--- src/rtl/ex_mem_pipe_reg.sv ---
// rtl/ex_mem_pipe_reg.sv - EX->MEM pipeline register with valid/ready, flush and optional skid entry (PIPE_SKID_EN)
module ex_mem_pipe_reg #(
    parameter int DATA_W = 16,
    parameter int REG_AW = 3
) (
    input  logic              clk,
    input  logic              rst,
    input  logic              flush,
    input  logic              in_valid,
    output logic              in_ready,
    input  logic [DATA_W-1:0] alu_in,
    input  logic [DATA_W-1:0] d2_in,
    input  logic [REG_AW-1:0] wreg_in,
    input  logic              rwrite_in,
    input  logic              mreg_in,
    input  logic              mread_in,
    input  logic              mwrite_in,
    output logic              out_valid,
    input  logic              out_ready,
    output logic [DATA_W-1:0] alu_out,
    output logic [DATA_W-1:0] d2_out,
    output logic [REG_AW-1:0] wreg_out,
    output logic              rwrite_out,
    output logic              mreg_out,
    output logic              mread_out,
    output logic              mwrite_out,
    output logic              fwd_en,
    output logic [REG_AW-1:0] fwd_reg,
    output logic [DATA_W-1:0] fwd_data
);

    localparam int PW = 2*DATA_W + REG_AW + 4;

    logic [PW-1:0] in_pl;
    logic [PW-1:0] main_q, main_d;
    logic          main_vld_q, main_vld_d;
    logic          accept, issue;

    assign in_pl  = {alu_in, d2_in, wreg_in, rwrite_in, mreg_in, mread_in, mwrite_in};
    assign accept = in_valid & in_ready;
    assign issue  = main_vld_q & out_ready;

`ifdef PIPE_SKID_EN
    logic [PW-1:0] skid_q, skid_d;
    logic          skid_vld_q, skid_vld_d;

    // Ready comes straight from a flop so out_ready never reaches in_ready.
    assign in_ready = !skid_vld_q;

    always_comb begin
        main_d     = main_q;
        main_vld_d = main_vld_q;
        skid_d     = skid_q;
        skid_vld_d = skid_vld_q;
        if (flush) begin
            main_vld_d = 1'b0;
            skid_vld_d = 1'b0;
        end else if (!main_vld_q) begin
            if (accept) begin
                main_d     = in_pl;
                main_vld_d = 1'b1;
            end
        end else if (issue) begin
            // A full skid blocks accept, so the skid refill and a new accept never collide.
            if (skid_vld_q) begin
                main_d     = skid_q;
                skid_vld_d = 1'b0;
            end else if (accept) begin
                main_d = in_pl;
            end else begin
                main_vld_d = 1'b0;
            end
        end else if (accept) begin
            skid_d     = in_pl;
            skid_vld_d = 1'b1;
        end
    end

    always_ff @(posedge clk or posedge rst) begin
        if (rst) begin
            skid_q     <= '0;
            skid_vld_q <= 1'b0;
        end else begin
            skid_q     <= skid_d;
            skid_vld_q <= skid_vld_d;
        end
    end
`else
    assign in_ready = !main_vld_q | out_ready;

    always_comb begin
        main_d     = main_q;
        main_vld_d = main_vld_q;
        if (flush) begin
            main_vld_d = 1'b0;
        end else if (accept) begin
            main_d     = in_pl;
            main_vld_d = 1'b1;
        end else if (issue) begin
            main_vld_d = 1'b0;
        end
    end
`endif

    always_ff @(posedge clk or posedge rst) begin
        if (rst) begin
            main_q     <= '0;
            main_vld_q <= 1'b0;
        end else begin
            main_q     <= main_d;
            main_vld_q <= main_vld_d;
        end
    end

    logic rwrite_raw, mreg_raw, mread_raw, mwrite_raw;

    assign {alu_out, d2_out, wreg_out, rwrite_raw, mreg_raw, mread_raw, mwrite_raw} = main_q;

    // Gate control bits so a bubble can never write the register file or memory.
    assign out_valid  = main_vld_q;
    assign rwrite_out = rwrite_raw & main_vld_q;
    assign mreg_out   = mreg_raw & main_vld_q;
    assign mread_out  = mread_raw & main_vld_q;
    assign mwrite_out = mwrite_raw & main_vld_q;

    assign fwd_en   = main_vld_q & rwrite_raw & !mread_raw & (wreg_out != '0);
    assign fwd_reg  = wreg_out;
    assign fwd_data = alu_out;

endmodule

--- config.mk ---
export PLATFORM = sky130hd
export DESIGN_NAME = ex_mem_pipe_reg
export DESIGN_NICKNAME = d
export VERILOG_FILES = /design/src/rtl/ex_mem_pipe_reg.sv
export SDC_FILE = /design/constraint.sdc
export NUM_CORES = 1
export LEC_CHECK = 0
export CAP_MARGIN = 0
export CORE_MARGIN = 2
export CORE_UTILIZATION = 44
export DETAILED_ROUTE_END_ITERATION = 7
export DONT_BUFFER_PORTS = 1
export GPL_TIMING_DRIVEN = 0
export PLACE_DENSITY = 0.7
export SKIP_LAST_GASP = 1
export SLEW_MARGIN = 20
export SYNTH_ARGS = -nofsm -noshare
export SYNTH_HDL_FRONTEND = slang
export SYNTH_SLANG_ARGS = --single-unit
--- constraint.sdc ---
create_clock -name clk -period 3.24 [get_ports clk]
set_input_delay 0.162 -clock clk [delete_from_list [all_inputs] [get_ports clk]]
set_output_delay 0.162 -clock clk [all_outputs]
set_load 0.005 [all_outputs]
# Word-level counts from Yosys, hierarchy flattened

Cells that the tools add are included.

Bits of input ports: 44
Register bits after elaboration: 40
Logic and storage cells: 20
Output and inout bits: 61

Reductions and logical operators: 5
Muxes and demuxes: 3
Bitwise operators: 10

Operator list:

| cell                | number |
|---|---|
| 1-bit AND           | 8 |
| 3-bit nonzero test  | 2 |
| 1-bit two-way mux   | 3 |
| 1-bit logical NOT   | 2 |
| 2-bit AND reduction | 1 |
| 1-bit NOT           | 1 |
| 1-bit bitwise OR    | 1 |

# Depth between registers and ports, before layout

Gate-level depths: netlist of the first run.

Depth after elaboration: 5
Mapped depth: 5
Depth with buffers taken out: 3

# Worst setup path after synthesis of the first run

No wires, ideal clock.

Path type: register to register
Start point: register main_vld_q, in the netlist out_valid
End point: register main_q[0]
Library setup time: 0.125 ns
Arrival: 1.344 ns
Cell stages (with the launch flop): 6
Path buffers: 2
Required time: 3.115 ns
Slack: 1.771 ns
Period minus slack after synthesis: 1.469 ns
Path through: dfrtp_1 > nor2b_4 > nor3b_4 > buf_6 > buf_12 > mux2_4

Longest elaborated chain between the ends: 4

Ends and longest elaborated chain:

| item                                 | line | RTL |
|---|---|---|
| start, declared                      | 36   | `logic main_vld_q, main_vld_d;` |
| start signal, assigned               | 111  | `main_vld_q <= main_vld_d;` |
| 1-bit logical NOT                    | 89   | `assign in_ready = !main_vld_q \| out_ready;` |
| 1-bit bitwise OR                     | 89   |  |
| 1-bit AND                            | 40   | `assign accept = in_valid & in_ready;` |
| 2-bit AND reduction (no source line) | n/a  |  |
| end signal, assigned                 | 110  | `main_q <= main_d;` |
| end, declared                        | 35   | `logic [PW-1:0] main_q, main_d;` |

Every way passes these cells.
A chain may end at the register's enable or synchronous reset.

# Worst setup path after layout of the first run

Start point: register main_vld_q, in the netlist out_valid
End point: register main_q[5]

The elaborated chain is that of the path after synthesis.

==> results of run 1 <==
[through the flow]
stage | hold WS [ps] | cells | cell area, sq um
finish | 23.6 | 212 | 2200
global route | 2.13 | 212 | 2200
CTS | 9.40 | 211 | 2190
detailed placement | 238 | 201 | 2080
global placement | 234 | 201 | 2080
floorplan | 228 | 149 | 2010
[area by class of cell]
type,instances,area [sq um]
buffer,58,452
clock buffer,8,90.1
fill,378,2180
inverter,2,7.51
multi-input combinational,49,554
sequential,40,1000
tap,52,65.1
timing repair buffer,3,30.0
[cell families after synthesis]
family                 share of synthesized area (%)
AND/OR/NAND/NOR                                 3.85
multiplexers                                    23.7
flip-flops                                      49.7
buffers and inverters                           22.8
[synthesized netlist by cell type]
cell type / instances
dfrtp_1: 40
buf_6: 1
nor3b_1: 1
mux2_2: 29
inv_1: 2
buf_12: 1
mux2_4: 10
nor2b_4: 1
nor2_1: 2
and2_1: 4
nor3_1: 1
nor3b_4: 1
buf_4: 56
[path summary, 6_finish.rpt]
path | depth (start not counted) | slack (ps) | start | endpoint
hold / removal | 1 | 20 | rwrite_in | main_q[3]
max in group asynchronous | 2 | 2230 | rst | main_q[15]
setup reg to reg | 5 | 1590 | out_valid | main_q[5]
hold reg to reg | 1 | 510 | main_q[21] | main_q[21]
setup / recovery | 5 | 1590 | out_valid | main_q[5]
min in group asynchronous | 2 | 490 | rst | main_q[0]
[flip-flops by register name (all words and copies together), names as in the netlist]
name       cells
out_valid      1
main_q        39
[layer usage]
layer	routed length, um	vias to the layer above	global-route usage (%)	part of all wire, %
met3	373	8	5.77	11
met5	0	-	0	0
met4	78	0	5.66	2.4
met1	1220	459	15.5	37
li1	-	454	-	-
met2	1640	72	22.5	50
[worst max-delay path, delay by kind of cell (launching register included)]
family	cells	cell delay (ps)
flip-flops	1	460
multiplexers	1	300
AND/OR/NAND/NOR	2	430
buffers and inverters	2	350
[power by group through the flow]
stage	Sequential (mW)	Combinational (mW)	Clock, mW
global placement	0.642	0.327	0
floorplan	0.633	0.302	0
detailed placement	0.651	0.336	0
global route	0.654	0.357	0.373
CTS	0.643	0.337	0.342
finish	0.641	0.331	0.324
[cell usage in the layout (no fill, tap or decap), drive strengths merged]
cell         instances
dfrtp               40
inv                  2
nor3b                2
mux2                39
dlygate4sd3          3
nor2                 2
nor2b                1
buf                 58
nor3                 1
clkbuf               8
and2                 4
==> results.toml, run 1 <==
[run_status]
status = "finished, final reports clean"

[clocking]
holdBufCountCts = 2
root_buffer = "clkbuf_8"
cts_sinks = 40
cts_made_buffers = 5
cts_tree = "done"
h-tree-depth = 2
cts.repair.resized = 0
clk_latency_ps = 280
post_cts_buffers = 0
clockBufferDepth = 2
path_clk_slew_ps = 70

[die]
boundaryPins = 105
fp-row-count = 24
core_sq_um = 4380
die_y_um = 71.7
die_w_um = 71.7
die_area_sq_um = 5140
initial_core_util_pct = 45.9

[yosys]
yosysUniqueCellTypes = 13
synth_warnings = 0
seq_area_frac_synth_pct = 49.7
ys_ff_latch = 40
syn-mean-instance-area_sq_um = 13.5
synth_area_leaders = "dfrtp_1, buf_4, mux2_2"
syn-cell-area_sq_um = 2010
yosysTopAreaCell = "dfrtp_1"
yosys.area.top_type_share_pct = 49.7
syn_nets = 193
syn_inst = 149

[power_and_ir_drop]
irDropWorstVdd_uv = 255
power.switching_mw = 0.312
p_total_mw = 1.30
p_int_mw = 0.984
switching_share_pct = 24.0
combinationalPowerShare_pct = 25.5
pwr-share-seq_pct = 49.5
p_leak_nw = 1.03
power.density_nw_per_um2 = 589
p_clk_share_pct = 25.0

[placement]
place_congestion = 0.680
hpwl_mm = 2.59
place_ws_ps = 1570
io_buffers = 0

[routing]
viasPerCell = 4.68
ant_nets = 0
wire_per_inst_um = 15.6
drtIter0Drc = 38
drt-pass1-iter-count = 4
wl_mm = 3.32
num_vias = 993
drc = 0

[critical_path]
crit_chain = "nor2b_4 > nor3b_4 > buf_6 > buf_12 > mux2_4"
critPathMaxFanout = 10
crit_slowest_cell = "dfrtp_1"
cp.required_ps = 3410
startpoint_type = "flop"
cp_data_arrival_time_ps = 1810
crit_type = "flop to flop"
max_stage_delay_ps = 460
endpoint_kind = "flop"

[global_routing]
grt.total_usage_pct = 13.6
antenna_found_initial = 0
grt_overflow = 0
grt_pass1_vias = 1105
grt_max_degree = 41
grt_pass1_wl_mm = 5.31

[timing]
fin_crit_ps = 1650
drv_slew = 0
finClkSkew_ps = 4.51
rsz0062_at_grt = "false"
slew-limit-headroom_pct = 46.5
worstMarginPinSlew_ps = 802
setup_ws_ps = 1590
hold_viol_final = 0
finalSetupViolCount = 0
fmax_mhz = 607
finalSetupTns_ps = 0
period_share_pct = 50.8

[min_path]
hold_class = "input port to flop"

[cells_and_area]
drive_gt1_share_pct = 66.3
antenna_cells = 0
syn_to_final_growth_pct = 9.19
final_core_util_pct = 50.2
nets = 203

[flow_run]
max_cap_viol_count = 0
Power figures use the tool's default switching activity.
==> inputs of run 2 (changes only) <==
clock period = 1.7 ns   (was 3.24 ns; I/O delays follow)
==> results.toml, run 2 (synthesized netlist as in run 1, its figures left out) <==
[cells_and_area]
antenna_cells = 0
multi_input_area_sq_um = 554
largest-register = "main_q"
syn_to_final_growth_pct = 30.0
final_common_cell = "buf_4"
seqCellArea_sq_um = 1000
drive_gt1_share_pct = 54.2
nets = 244
stdcell_count = 253
fillers = 323
final_cell_mix = "buf_4, dlygate4sd3_1, dfrtp_1"
largest_reg_flops = 39

[critical_path]
crit_slowest_cell = "dfrtp_2"
cp.required_ps = 1870
worst-path-buf-inv = 2
critPathMaxFanout = 10
cp_data_arrival_time_ps = 1760
startpoint_type = "flop"
crit_family = "flip-flops"
crit_type = "flop to flop"
endpoint_kind = "flop"
crit_chain = "nor2b_4 > nor3b_4 > buf_6 > buf_12 > mux2_4"
max_stage_delay_ps = 450

[timing]
fin_crit_ps = 1590
rsz0062_at_grt = "false"
drv_slew = 0
finalSetupViolCount = 0
slew-limit-headroom_pct = 46.1
setup_ws_ps = 105
period_share_pct = 93.8
hold_viol_final = 0
hold_ws_ps = 255
finalSetupTns_ps = 0
worstMarginPinSlew_ps = 808
fmax_mhz = 627
finClkSkew_ps = 4.86

[placement]
hpwl_mm = 2.59
io_buffers = 0
place_ws_ps = 29.3
place_congestion = 0.680
dp.cells = 201

[power_and_ir_drop]
p_leak_nw = 1.21
p_total_mw = 2.56
irDropWorstVdd_uv = 475
power.density_nw_per_um2 = 979

[routing]
wire_per_inst_um = 15.1
ant_nets = 0
wl_mm = 3.81
num_vias = 1177
viasPerCell = 4.65
drtIter0Drc = 49
drt-pass1-iter-count = 2
drc = 0

[clocking]
h-tree-depth = 2
path_clk_slew_ps = 70
clockBufferDepth = 2
cts_tree = "done"
root_buffer = "clkbuf_8"
clk_latency_ps = 280
cts_made_buffers = 5
cts_sinks = 40

[die]
boundaryPins = 105
die_w_um = 71.7
initial_core_util_pct = 45.9
core_sq_um = 4380
fp-row-count = 24
die_area_sq_um = 5140
die_y_um = 71.7

[global_routing]
grt_pass1_vias = 1349
grt_max_degree = 41
grt_pass1_wl_mm = 6.11
antenna_found_initial = 0
grt.total_usage_pct = 15.6
grt_overflow = 0

[min_path]
hold_class = "input port to output pin"

[flow_run]
max_cap_viol_count = 0

[run_status]
status = "finished, final reports clean"
[run 2: through the flow]
stage                     area (sq um)  util [%]
after CTS                         2590      59.1
final                             2620      59.7
after detailed placement          2080      47.4
after global routing              2620      59.7
after global placement            2080      47.4
after floorplan                   2010         -
[run 2: worst paths after layout]
path / start / to / slack [ps] / depth (start not counted)
min in group asynchronous: rst / main_q[0] / 420 / 2
max: out_valid / main_q[6] / 110 / 5
max in group asynchronous: rst / out_valid / 730 / 2
max reg2reg: out_valid / main_q[6] / 110 / 5
min reg2reg: main_q[20] / main_q[20] / 510 / 1
min: out_ready / in_ready / 250 / 2
[run 2: cell type report]
type / count / share of cell area [%]
Buffer: 58 / 17.2
Clock buffer: 8 / 3.44
Inverter: 2 / 0.287
Multi-Input combinational cell: 49 / 21.2
Sequential cell: 40 / 38.3
Tap cell: 52 / 2.48
Timing Repair Buffer: 44 / 17.1
[run 2: metal layers]
layer  vias up  GRT usage [%]  wire [um]
met1       547           16.7       1410
met3        16           5.63        363
met5         -              0          0
li1        534              -          -
met2        80           27.2       1910
met4         0           7.97        134
[run 2: where the power goes]
group / internal (mW) / switching, mW / leakage, nW
clock network: 0.331 / 0.292 / 0.0455
logic: 0.499 / 0.219 / 0.693
registers: 1.11 / 0.111 / 0.470
[run 2: worst register-to-register path: cells and delay by family, from the launching register on]
kind          cells  cell delay (ps)
flops             1              450
simple gates      2              420
mux               1              310
buf+inv           2              300
[run 2: what timing repair did]
action                                 4_1_cts  5_1_grt
setup endpoints to repair                    0       12
gates resized for setup                      0        1
setup buffers                                0        2
hold buffers                                42        0
endpoints found under the hold margin       80        0
